[src/rtl/seg_scan_ctrl.sv]
// Multiplexed common-anode 7-segment scan controller with a sequential
// double-dabble converter, leading-zero blanking, overflow saturation and alarm blink.
module seg_scan_ctrl #(
   parameter int N_DIGITS     = 4,
   parameter int BIN_W        = 14,
   parameter int REFRESH_DIV  = 100000,
   parameter int BLINK_FRAMES = 64
) (
   input  logic                clk,
   input  logic                rst_n,
   input  logic                load,
   input  logic [BIN_W-1:0]    bin_in,
   input  logic                alarm,
   output logic                busy,
   output logic                overflow,
   output logic [3:0]          val,
   output logic [N_DIGITS-1:0] an
);

   localparam int WORK_W = (N_DIGITS + 1) * 4;
   localparam int DISP_W = N_DIGITS * 4;
   localparam int CNT_W  = $clog2(BIN_W + 1);
   localparam int PRE_W  = $clog2(REFRESH_DIV);
   localparam int IDX_W  = (N_DIGITS > 1) ? $clog2(N_DIGITS) : 1;
   localparam int FRM_W  = (BLINK_FRAMES > 1) ? $clog2(BLINK_FRAMES) : 1;

   typedef enum logic [1:0] {
      IDLE   = 2'd0,
      SHIFT  = 2'd1,
      COMMIT = 2'd2
   } state_e;

   state_e              state_q, state_d;
   logic [BIN_W-1:0]    bin_q, bin_d;
   logic [WORK_W-1:0]   work_q, work_d, adj_s;
   logic                lost_q, lost_d;
   logic [CNT_W-1:0]    cnt_q, cnt_d;
   logic [DISP_W-1:0]   disp_q, disp_d;
   logic                ovf_q, ovf_d;
   logic                busy_q, busy_d;

   logic [PRE_W-1:0]    presc_q, presc_d;
   logic [IDX_W-1:0]    idx_q, idx_d;
   logic [FRM_W-1:0]    frame_q, frame_d;
   logic                blink_q, blink_d;
   logic [3:0]          val_q, val_d;
   logic [N_DIGITS-1:0] an_q, an_d;
   logic                wrap_s, frame_end_s, any_nz_s;
   logic [3:0]          nibble_s;

   // Add 3 to every BCD nibble that is 5 or more before the next shift.
   function automatic logic [WORK_W-1:0] dabble_adjust(input logic [WORK_W-1:0] w);
      logic [WORK_W-1:0] r;
      r = w;
      for (int i = 0; i < N_DIGITS + 1; i++) begin
         if (r[i*4 +: 4] >= 4'd5) begin
            r[i*4 +: 4] = r[i*4 +: 4] + 4'd3;
         end else begin
            r[i*4 +: 4] = r[i*4 +: 4];
         end
      end
      return r;
   endfunction

   always_ff @(posedge clk or negedge rst_n) begin
      if (!rst_n) begin
         state_q <= IDLE;
      end else begin
         state_q <= state_d;
      end
   end

   always_comb begin
      state_d = state_q;
      case (state_q)
         IDLE: begin
            if (load) begin
               state_d = SHIFT;
            end else begin
               state_d = IDLE;
            end
         end
         SHIFT: begin
            if (cnt_q == CNT_W'(BIN_W - 1)) begin
               state_d = COMMIT;
            end else begin
               state_d = SHIFT;
            end
         end
         COMMIT:  state_d = IDLE;
         default: state_d = IDLE;
      endcase
   end

   // Converter datapath; lost_q catches any carry pushed out of the work register.
   always_comb begin
      bin_d  = bin_q;
      work_d = work_q;
      lost_d = lost_q;
      cnt_d  = cnt_q;
      disp_d = disp_q;
      ovf_d  = ovf_q;
      adj_s  = dabble_adjust(work_q);
      case (state_q)
         IDLE: begin
            if (load) begin
               bin_d  = bin_in;
               work_d = '0;
               lost_d = 1'b0;
               cnt_d  = '0;
            end else begin
               bin_d  = bin_q;
            end
         end
         SHIFT: begin
            work_d = {adj_s[WORK_W-2:0], bin_q[BIN_W-1]};
            lost_d = lost_q | adj_s[WORK_W-1];
            bin_d  = bin_q << 1;
            cnt_d  = cnt_q + CNT_W'(1);
         end
         COMMIT: begin
            if (lost_q || (work_q[WORK_W-1 -: 4] != 4'd0)) begin
               disp_d = {N_DIGITS{4'h9}};
               ovf_d  = 1'b1;
            end else begin
               disp_d = work_q[DISP_W-1:0];
               ovf_d  = 1'b0;
            end
         end
         default: begin
            work_d = '0;
         end
      endcase
      busy_d = (state_d != IDLE);
   end

   always_ff @(posedge clk or negedge rst_n) begin
      if (!rst_n) begin
         bin_q  <= '0;
         work_q <= '0;
         lost_q <= 1'b0;
         cnt_q  <= '0;
         disp_q <= '0;
         ovf_q  <= 1'b0;
         busy_q <= 1'b0;
      end else begin
         bin_q  <= bin_d;
         work_q <= work_d;
         lost_q <= lost_d;
         cnt_q  <= cnt_d;
         disp_q <= disp_d;
         ovf_q  <= ovf_d;
         busy_q <= busy_d;
      end
   end

   // Scan timing, blink phase and registered digit drive.
   always_comb begin
      wrap_s      = (presc_q == PRE_W'(REFRESH_DIV - 1));
      frame_end_s = wrap_s && (idx_q == IDX_W'(N_DIGITS - 1));
      presc_d     = wrap_s ? '0 : presc_q + PRE_W'(1);
      if (frame_end_s) begin
         idx_d = '0;
      end else if (wrap_s) begin
         idx_d = idx_q + IDX_W'(1);
      end else begin
         idx_d = idx_q;
      end
      frame_d = frame_q;
      blink_d = blink_q;
      if (!alarm) begin
         frame_d = '0;
         blink_d = 1'b0;
      end else if (frame_end_s) begin
         if (frame_q == FRM_W'(BLINK_FRAMES - 1)) begin
            frame_d = '0;
            blink_d = ~blink_q;
         end else begin
            frame_d = frame_q + FRM_W'(1);
         end
      end else begin
         frame_d = frame_q;
      end
      nibble_s = 4'h0;
      any_nz_s = 1'b0;
      for (int j = 0; j < N_DIGITS; j++) begin
         if (IDX_W'(j) == idx_q) begin
            nibble_s = disp_q[j*4 +: 4];
         end else begin
            nibble_s = nibble_s;
         end
         if ((IDX_W'(j) >= idx_q) && (disp_q[j*4 +: 4] != 4'h0)) begin
            any_nz_s = 1'b1;
         end else begin
            any_nz_s = any_nz_s;
         end
      end
      // Guard slot and blink-off both dark the whole bank.
      if (wrap_s || blink_d) begin
         an_d  = '1;
         val_d = 4'hF;
      end else begin
         an_d  = ~(N_DIGITS'(1) << idx_q);
         val_d = ((idx_q != '0) && !any_nz_s) ? 4'hF : nibble_s;
      end
   end

   always_ff @(posedge clk or negedge rst_n) begin
      if (!rst_n) begin
         presc_q <= '0;
         idx_q   <= '0;
         frame_q <= '0;
         blink_q <= 1'b0;
         an_q    <= '1;
         val_q   <= 4'hF;
      end else begin
         presc_q <= presc_d;
         idx_q   <= idx_d;
         frame_q <= frame_d;
         blink_q <= blink_d;
         an_q    <= an_d;
         val_q   <= val_d;
      end
   end

   assign busy     = busy_q;
   assign overflow = ovf_q;
   assign val      = val_q;
   assign an       = an_q;

endmodule

[config.mk]
export PLATFORM = sky130hd
export DESIGN_NAME = seg_scan_ctrl
export DESIGN_NICKNAME = d
export VERILOG_FILES = /design/src/rtl/seg_scan_ctrl.sv
export SDC_FILE = /design/constraint.sdc
export NUM_CORES = 1
export LEC_CHECK = 0
export ABC_AREA = 1
export BUFFER_PORTS_ARGS = -buffer_cell sky130_fd_sc_hd__buf_4
export CAP_MARGIN = 0
export CORE_ASPECT_RATIO = 0.9
export CORE_MARGIN = 5
export CORE_UTILIZATION = 45
export CTS_BUF_LIST = sky130_fd_sc_hd__clkbuf_4 sky130_fd_sc_hd__clkbuf_8
export DETAILED_ROUTE_END_ITERATION = 16
export PLACE_DENSITY = 0.74
export SETUP_SLACK_MARGIN = 0.15
export SYNTH_ARGS = -nofsm -noshare
export SYNTH_HDL_FRONTEND = slang
export SYNTH_SLANG_ARGS = --single-unit
[constraint.sdc]
create_clock -name clk -period 1.35 [get_ports clk]
set_input_delay 0.0675 -clock clk [delete_from_list [all_inputs] [get_ports clk]]
set_output_delay 0.0675 -clock clk [all_outputs]
set_load 0.05 [all_outputs]
==> results.cfg, run 1 <==
[grt]
grt_pass1_wl_mm = 20.9
grt_usage = 0.198
grt_overflow_total = 0
grt_start_max_net_pins = 94
antenna_found_initial = 0
grt_pass1_vias = 4493

[yosys]
synth_fa_ha_area_frac = 0.0529
synth_top_family_by_area = simple AND/OR/NAND/NOR gates
syn_inst = 562
yosys_warnings = 0
synth-simple-area-share = 0.212
netlist_top_cells_area = dfrtp_1 45%, o21ai_0 6.9%, nand2_1 6.5%
ys_async_sr_fraction = 1.00
synth.net_count = 600
ys_seq_area_frac = 0.494
netlist_area_sq_um = 4730
synth-compound-area-share = 0.141
synthMuxAreaShare = 0
ys_ff_latch = 93
synth.distinct_cells = 38
synth_edf_count = 0
yosys.area.top_type = dfrtp_1
avgSynthCellArea_sq_um = 8.41
synth-main-ff-cell = dfrtp_1
synthXorXnorAreaFrac = 0.0204
synth_top_area_frac = 0.450

[power_and_ir_drop]
power_leakage_nw = 3.42
power_density_nw_per_um2 = 1830
fin_total_pwr_mw = 13.6
irDropWorstVdd_mv = 1.45

[floorplanning]
dieArea_sq_um = 12700
core-area_sq_um = 10200
die_w_microns = 118
core.rowCount = 35
die_h_microns = 107
pin_count = 28
initial_core_util = 0.461

[critical_path]
cp.arrival_ns = 1.95
reg2reg_depth = 8
cp-end-kind = flip-flop
reg2reg_slack_ns = -0.32
cp_data_required_time_ns = 1.63
cp_max_fo = 5
critPathLaunchType = flip-flop
worstReg2RegStart = presc_q[1]$_DFF_PN0_
rr_endpoint = an[2]$_DFF_PN1_
critPathKind = flip-flop to flip-flop
critPathLaunch = presc_q[1]$_DFF_PN0_

[placement]
dp_slack_ns = -0.210
place_inst = 762
hpwl_mm = 7.56
place_area_sq_um = 5580
gp_congestion = 0.859
place.port_buffers = 27

[route]
drcViolationCount = 0
avgViaCountPerCell = 5.69
drt-total-wl_mm = 16.4
drt_iter0_markers = 439
first_pass_iters = 5
wl_per_cell_microns = 19.2
antenna_left = 0
dr_total_vias = 4862

[timing]
maxClockFrequency_mhz = 599
fin_hold_ws_ns = 0.0110
setup_violations = 49
fin_crit_ns = 1.67
final_hold_viol_count = 0
setup_ws_ns = -0.319
setup-tns-final_ns = -8.07
worstMarginPinSlew_ns = 0.500
slew_viol_final = 0
fin_skew_ns = 0.0119
fin_crit_sh = 1.24
rsz0062_at_grt = yes
relSlewSlack = 0.667

[clocking]
cts.sinks = 93
cts_made_buffers = 9
cts_tree = done
htreeDepth = 3
clk-insertion-delay-late_ns = 0.37
root_buffer = clkbuf_8
clk_path_buf_depth = 2
clk_pin_slew_ns = 0.10

[status]
status = finished with violations
violations = negative setup slack

[worst_hold_path]
whs_endpoint = bin_q[13]$_DFFE_PN0P_
min_from = bin_in[13]
worstHoldPathCells = 3
min_path_type = input port to flip-flop

[finish]
final_common_cell = buf_4
diodes = 0
layout_common_cells = 109 x buf_4, 76 x dfrtp_1, 59 x nand2_1, 56 x inv_1, 38 x nor2_1
design_area_sq_um = 7460
final_util = 0.728
area_growth_syn_to_layout_pct = 57.8
drive_gt1_frac = 0.500
layout.nets = 759
instances_no_fill = 855

[flow_run]
cap_violations = 0
[logic make-up after synthesis]
| kind of cell | count (synthesis) |
|---|---|
| DFF | 93 |
| xor gates and xnor gates | 11 |
| adders and majority gates | 20 |
| buffers and inverters | 95 |
| AOI/OAI and AO/OA | 122 |
| and+or+nand+nor | 221 |
[layer usage]
metal,global-route usage,up-vias,wire [microns]
met2,0.336,236,8300
met3,0.0411,75,995
met5,0,-,0
li1,-,2158,-
met1,0.255,2393,6460
met4,0.0606,0,684
[area by class of cell]
cell class	count	area, sq um
Tap cell	129	161
Timing Repair Buffer	159	1500
Fill cell	624	2790
Clock buffer	12	146
Sequential cell	93	2350
Clock inverter	4	48.8
Inverter	81	324
Multi-Input combinational cell	377	2930
[report_power, final]
group	leakage (nW)	switching [mW]	internal, mW
logic	2.20	3.91	3.41
clock network	0.105	0.998	0.918
registers	1.12	0.841	3.57
[synth_stat cells (3+ instances only)]
| library cell | number |
|---|---|
| a21oi_1 | 24 |
| nor2_1 | 76 |
| inv_1 | 79 |
| o32ai_1 | 4 |
| dfstp_2 | 8 |
| nand2_1 | 82 |
| xor2_1 | 11 |
| o21ai_0 | 65 |
| nor2_4 | 3 |
| nor3_1 | 7 |
| buf_2 | 3 |
| o22ai_1 | 20 |
| dfrtp_1 | 85 |
| nand4_1 | 7 |
| ha_1 | 20 |
| clkbuf_1 | 9 |
| nand3_1 | 33 |
[repair_timing]
item                                    4_1_cts  5_1_grt
buffers inserted                             29       28
hold buffers                                 14        0
cloned                                        2        5
hold endpoints to repair                     98        0
endpoints found under the setup margin       86       84
pin swaps                                    27       55
resized for setup                           135      158
[state kept, by name, summed over array words and instances (netlist names), 4 cells and up]
| name | flops |
|---|---|
| an | 4 |
| bin_q | 14 |
| cnt_q | 4 |
| disp_q | 16 |
| frame_q | 6 |
| presc_q | 17 |
| val | 4 |
| work_q | 20 |
[how the worst max path moves through the flow]
stage	to	slack [ns]
floorplan	an[2]$_DFF_PN1_	-0.10
CTS	blink_q$_DFF_PN0_	-0.19
global route	an[2]$_DFF_PN1_	-0.36
finish	an[2]$_DFF_PN1_	-0.32
global placement	val[0]$_DFF_PN1_	-0.14
detailed placement	val[0]$_DFF_PN1_	-0.21
[critical path, cell delays in order, from the launching register on]
cell and delay [ns]:
dfrtp_1 0.44, ha_4 0.17, nand2_4 0.06, nor2_8 0.09, nand3_2 0.09, nor2_4 0.17
nand4_1 0.25, nand3_4 0.21, nand3_1 0.10
Power figures use the tool's default switching activity.
==> inputs of run 2 (changes only) <==
- ABC_AREA: 1 -> 0
- CTS_BUF_LIST: sky130_fd_sc_hd__clkbuf_4 sky130_fd_sc_hd__clkbuf_8 -> default
==> results.cfg, run 2 <==
[critical_path]
reg2reg_depth = 4
path_buf_inv = 0
cp_data_required_time_ns = 1.58
slowest_stage = or4_4
rr_endpoint = blink_q$_DFF_PN0_
cp.arrival_ns = 2.33
reg2reg_slack_ns = -0.75
critical-path-max-stage-delay_ns = 0.58
critPathKind = flip-flop to flip-flop
cp-end-kind = flip-flop
cpLargestDelayFamily = simple AND/OR/NAND/NOR gates
path_cells = or4b_4, or4_4, or3_4, mux2i_1
cp_max_fo = 4
critPathLaunchType = flip-flop
worstReg2RegStart = presc_q[14]$_DFF_PN0_

[finish]
final_util = 0.707
layout.nets = 661
area_growth_syn_to_layout_pct = 54.7
design_area_sq_um = 7180
final_common_cell = buf_4
largest_register = work_q
largest_reg_flops = 20
largest_registers = work_q x20, presc_q x17, disp_q x16
diodes = 0
drive_gt1_frac = 0.462
layout_common_cells = 113 x buf_4, 82 x dfrtp_1, 45 x nand2_1, 33 x buf_6, 24 x a21oi_1

[yosys]
netlist_top_cells_area = dfrtp_1 46%, ha_1 5.4%, dfstp_2 4.5%
synth-main-ff-cell = dfrtp_1
yosys.area.top_type = dfrtp_1
synth_edf_count = 0
yosys_warnings = 0
avgSynthCellArea_sq_um = 9.92
synth_most_common_cell = dfrtp_1
synth.distinct_cells = 46
netlist_area_sq_um = 4640
ys_seq_area_frac = 0.504
syn_inst = 468
ys_ff_latch = 93
synth.net_count = 506
synth_top_area_frac = 0.458
ys_top_cells_by_count = 85 x dfrtp_1, 49 x nand2_1, 38 x a21oi_1
ys_async_sr_fraction = 1.00

[timing]
fin_crit_ns = 2.10
setup_ws_ns = -0.746
rsz0062_at_grt = yes
slew_viol_final = 0
fin_crit_sh = 1.55
final_hold_viol_count = 0
relSlewSlack = 0.637
setup-tns-final_ns = -18.20
maxClockFrequency_mhz = 477
fin_skew_ns = 0.0109
fin_hold_ws_ns = 0.0140
worstMarginPinSlew_ns = 0.543
setup_violations = 51

[route]
avgViaCountPerCell = 5.63
antenna_left = 0
drcViolationCount = 0
first_pass_iters = 5
dr_total_vias = 4260
drt-total-wl_mm = 13.3
wl_per_cell_microns = 17.5
drt_iter0_markers = 397

[placement]
gp_congestion = 0.865
hpwl_mm = 7.81
dp_slack_ns = -0.779
place_area_sq_um = 5850
place.port_buffers = 27

[flow_run]
cap_violations = 0

[floorplanning]
dieArea_sq_um = 12400
core.rowCount = 35
die_h_microns = 106
core-area_sq_um = 10200
die_w_microns = 117
initial_core_util = 0.457
pin_count = 28

[clocking]
clk_pin_slew_ns = 0.07
htreeDepth = 3
root_buffer = clkbuf_16
cts_tree = done
cts.sinks = 93
clk_path_buf_depth = 2
clk-insertion-delay-late_ns = 0.35
cts_made_buffers = 9

[grt]
antenna_found_initial = 0
grt_pass1_vias = 4346
grt_start_max_net_pins = 37
grt_usage = 0.218
grt_pass1_wl_mm = 21.3
grt_overflow_total = 0

[power_and_ir_drop]
irDropWorstVdd_mv = 1.42
power_leakage_nw = 3.21
power_density_nw_per_um2 = 1890

[status]
status = finished with violations
violations = negative setup slack

[worst_hold_path]
worstHoldPathCells = 3
min_path_type = input port to flip-flop
min_from = bin_in[0]
whs_endpoint = bin_q[0]$_DFFE_PN0P_
==> run 2: changes by cell type in the layout (fill, tap and decap cells not counted), sizes merged, moves of 9 or more <==
cell,change
mux2i,+9
nand2,-37
a21oi,+13
o22ai,-14
nor2,-65
o21ai,-37
a22oi,+13
nand3,-20
inv,-51
xnor2,+12
nor2b,+17
buf,+14
nand2b,+10
==> run 2: worst register-to-register path: stages, from the launching register on <==
cell	delay [ns]
dfrtp_1	0.38
or4b_4	0.54
or4_4	0.58
or3_4	0.35
mux2i_1	0.12
==> run 2: what timing repair did <==
item | in CTS | in global routing
pin swaps | 51 | 29
hold endpoints to repair | 39 | 0
gates cloned | 3 | 0
buffers inserted | 28 | 15
hold buffers | 12 | 0
endpoints found under the setup margin | 85 | 89
resized for setup | 116 | 30
==> run 2: worst max path at each step <==
stage	start	endpoint	slack [ns]	depth (start not counted)
2_1_floorplan	presc_q[6]$_DFF_PN0_	blink_q$_DFF_PN0_	-0.80	5
6_report	presc_q[14]$_DFF_PN0_	blink_q$_DFF_PN0_	-0.75	4
3_3_place_gp	presc_q[6]$_DFF_PN0_	blink_q$_DFF_PN0_	-0.73	4
4_1_cts	presc_q[6]$_DFF_PN0_	blink_q$_DFF_PN0_	-0.71	4
3_5_place_dp	presc_q[6]$_DFF_PN0_	frame_q[0]$_DFFE_PN0P_	-0.78	5
5_1_grt	presc_q[14]$_DFF_PN0_	frame_q[2]$_DFFE_PN0P_	-0.78	7
==> run 2: where the power goes <==
part | switching, mW | internal [mW]
sequential | 0.831 | 3.55
combinational | 3.10 | 3.52
clock | 1.11 | 1.45
total | 5.04 | 8.53
==> run 2: cell families (layout without fill, tap and decap cells) <==
| family | after synthesis | after routing | share of synthesized area |
|---|---|---|---|
| xor+xnor | 24 | 24 | 0.0453 |
| mux | 10 | 10 | 0.0218 |
| flops | 93 | 93 | 0.504 |
| fa+ha+maj | 20 | 20 | 0.0539 |
| simple gates | 142 | 143 | 0.156 |
| compound gates | 129 | 129 | 0.179 |
| buf+inv | 50 | 209 | 0.0407 |
==> run 2: area by class of cell <==
cell class / count / area [sq um]
Multi-Input combinational cell: 326 / 2770
Sequential cell: 93 / 2340
Timing Repair Buffer: 168 / 1520
Tap cell: 129 / 161
Clock inverter: 6 / 68.8
Clock buffer: 10 / 229
Inverter: 25 / 96.3
Fill cell: 687 / 2980
==> run 2: stage by stage <==
stage	cells	power [mW]
after CTS	742	12.8
after detailed placement	683	8.93
after global routing	757	14.3
after floorplan	468	7.45
final	757	13.6
after global placement	683	8.71
==> run 2: routing by layer <==
layer | vias up | GRT usage | wire, microns | part of all wire
met3 | 39 | 0.0438 | 550 | 0.041
li1 | 1994 | - | - | -
met1 | 2095 | 0.267 | 5460 | 0.41
met2 | 132 | 0.370 | 6870 | 0.52
met4 | 0 | 0.0885 | 401 | 0.030
met5 | - | 0 | 0 | 0
==> inputs of run 3 (changes only) <==
- TNS_END_PERCENT: default -> 30
==> results.cfg, run 3 (synthesis gave the netlist of run 2 again) <==
[placement]
place.port_buffers = 27
hpwl_mm = 7.94
place_inst = 698
gp_congestion = 0.843

[critical_path]
critPathKind = flip-flop to flip-flop
cp_data_required_time_ns = 1.58
slowest_stage = or4_4
cpLargestDelayFamily = simple AND/OR/NAND/NOR gates
cp.arrival_ns = 2.30
critPathLaunchType = flip-flop
cp-end-kind = flip-flop
path_cells = or4b_4, or4_4, or3_4, mux2i_1
critical-path-max-stage-delay_ns = 0.59
cp_max_fo = 5
path_buf_inv = 0

[status]
violations = negative hold slack, negative setup slack
status = finished with violations

[floorplanning]
core.rowCount = 35
initial_core_util = 0.457
core-area_sq_um = 10200
die_w_microns = 117
pin_count = 28
dieArea_sq_um = 12400
die_h_microns = 106

[clocking]
clk_path_buf_depth = 2
cts_tree = done
htreeDepth = 3
clk-insertion-delay-late_ns = 0.35
clk_pin_slew_ns = 0.06
root_buffer = clkbuf_16
cts_made_buffers = 9
cts.sinks = 93

[grt]
grt_usage = 0.192
grt_pass1_wl_mm = 19.2
grt_start_max_net_pins = 33
antenna_found_initial = 0
grt_overflow_total = 0
grt_pass1_vias = 4088

[timing]
maxClockFrequency_mhz = 481
fin_crit_sh = 1.54
slew_viol_final = 0
relSlewSlack = 0.686
fin_skew_ns = 0.00750
fin_hold_ws_ns = -0.0125
worstMarginPinSlew_ns = 0.470
fin_crit_ns = 2.08
rsz0062_at_grt = yes
final_hold_viol_count = 2
setup_ws_ns = -0.728
setup-tns-final_ns = -14.86
setup_violations = 38

[finish]
instances_no_fill = 718
layout_common_cells = 109 x buf_4, 83 x dfrtp_1, 48 x nand2_1, 33 x a21oi_1
final_util = 0.637
largest_registers = work_q x20, presc_q x17, disp_q x16
largest_register = work_q
diodes = 0
area_growth_syn_to_layout_pct = 39.4
largest_reg_flops = 20
drive_gt1_frac = 0.372
layout.nets = 624
final_common_cell = buf_4

[power_and_ir_drop]
fin_total_pwr_mw = 11.7
irDropWorstVdd_mv = 1.26
power_leakage_nw = 2.93
power_density_nw_per_um2 = 1810

[route]
first_pass_iters = 5
antenna_left = 0
wl_per_cell_microns = 16.2
drt-total-wl_mm = 11.7
drcViolationCount = 0
dr_total_vias = 4029
drt_iter0_markers = 298
avgViaCountPerCell = 5.61

[worst_hold_path]
min_path_type = input port to flip-flop

[flow_run]
cap_violations = 0
==> run 3: cell types whose count changed in the layout (fill, tap and decap cells not counted), sizes merged <==
cell / delta
buf: -29
dlygate4sd3: -7
inv: -3
clkinv: +2
bufinv: -1
clkbuf: +1
clkinvlp: -1
or2: -1
==> run 3: report_power, final <==
group | switching (mW) | total (mW) | internal [mW]
Clock | 1.00 | 2.26 | 1.26
Combinational | 2.47 | 5.13 | 2.66
Sequential | 0.760 | 4.32 | 3.56
Total | 4.23 | 11.7 | 7.48
==> run 3: worst register-to-register path, cell delays in order, from the launching register on <==
cell and delay (ns):
dfrtp_1 0.38, or4b_4 0.54, or4_4 0.59, or3_4 0.35, mux2i_1 0.12
==> run 3: timing repair <==
item | CTS | global route
pin swaps | 23 | 41
endpoints found under the setup margin | 89 | 89
endpoints found under the hold margin | 26 | 1
gates resized for setup | 51 | 64
hold buffers | 4 | 1
setup buffers | 1 | 0
==> run 3: path summary, 6_finish.rpt <==
check                      cells past startpoint  slack, ns               endpoint                   from
max                                            4      -0.73      blink_q$_DFF_PN0_  presc_q[11]$_DFF_PN0_
min                                            3      -0.01   bin_q[4]$_DFFE_PN0P_              bin_in[4]
max reg2reg                                    4      -0.73      blink_q$_DFF_PN0_  presc_q[11]$_DFF_PN0_
min reg2reg                                    2       0.49   overflow$_DFFE_PN0N_   overflow$_DFFE_PN0N_
max in group asynchronous                      3       0.55   bin_q[8]$_DFFE_PN0P_                  rst_n
min in group asynchronous                      2       0.22  disp_q[0]$_DFFE_PN0N_                  rst_n
==> run 3: cell type report <==
type,count,area (sq um)
clock buffers,11,243
clock inverters,3,13.8
fillers,789,3690
inverters,25,93.8
multi-input cells,325,2510
flip-flops and latches,93,2340
well taps,129,161
repair buffers,132,1110
==> run 3: per-stage QoR <==
stage | worst slack (ns) | hold WS (ns) | instance area (sq um)
2_1_floorplan | -0.798 | -0.228 | 4690
3_3_place_gp | -0.742 | 0.0500 | 5730
3_5_place_dp | -0.826 | 0.0521 | 5730
4_1_cts | -0.721 | 0.0000649 | 6210
5_1_grt | -0.776 | 0.00585 | 6470
6_report | -0.728 | -0.0125 | 6470
==> run 3: per-layer routing <==
metal	global-route usage	vias up	wire (microns)
met2	0.316	101	5890
met1	0.253	2003	5040
li1	-	1909	-
met4	0.0500	0	168
met3	0.0450	16	565
met5	0	-	0
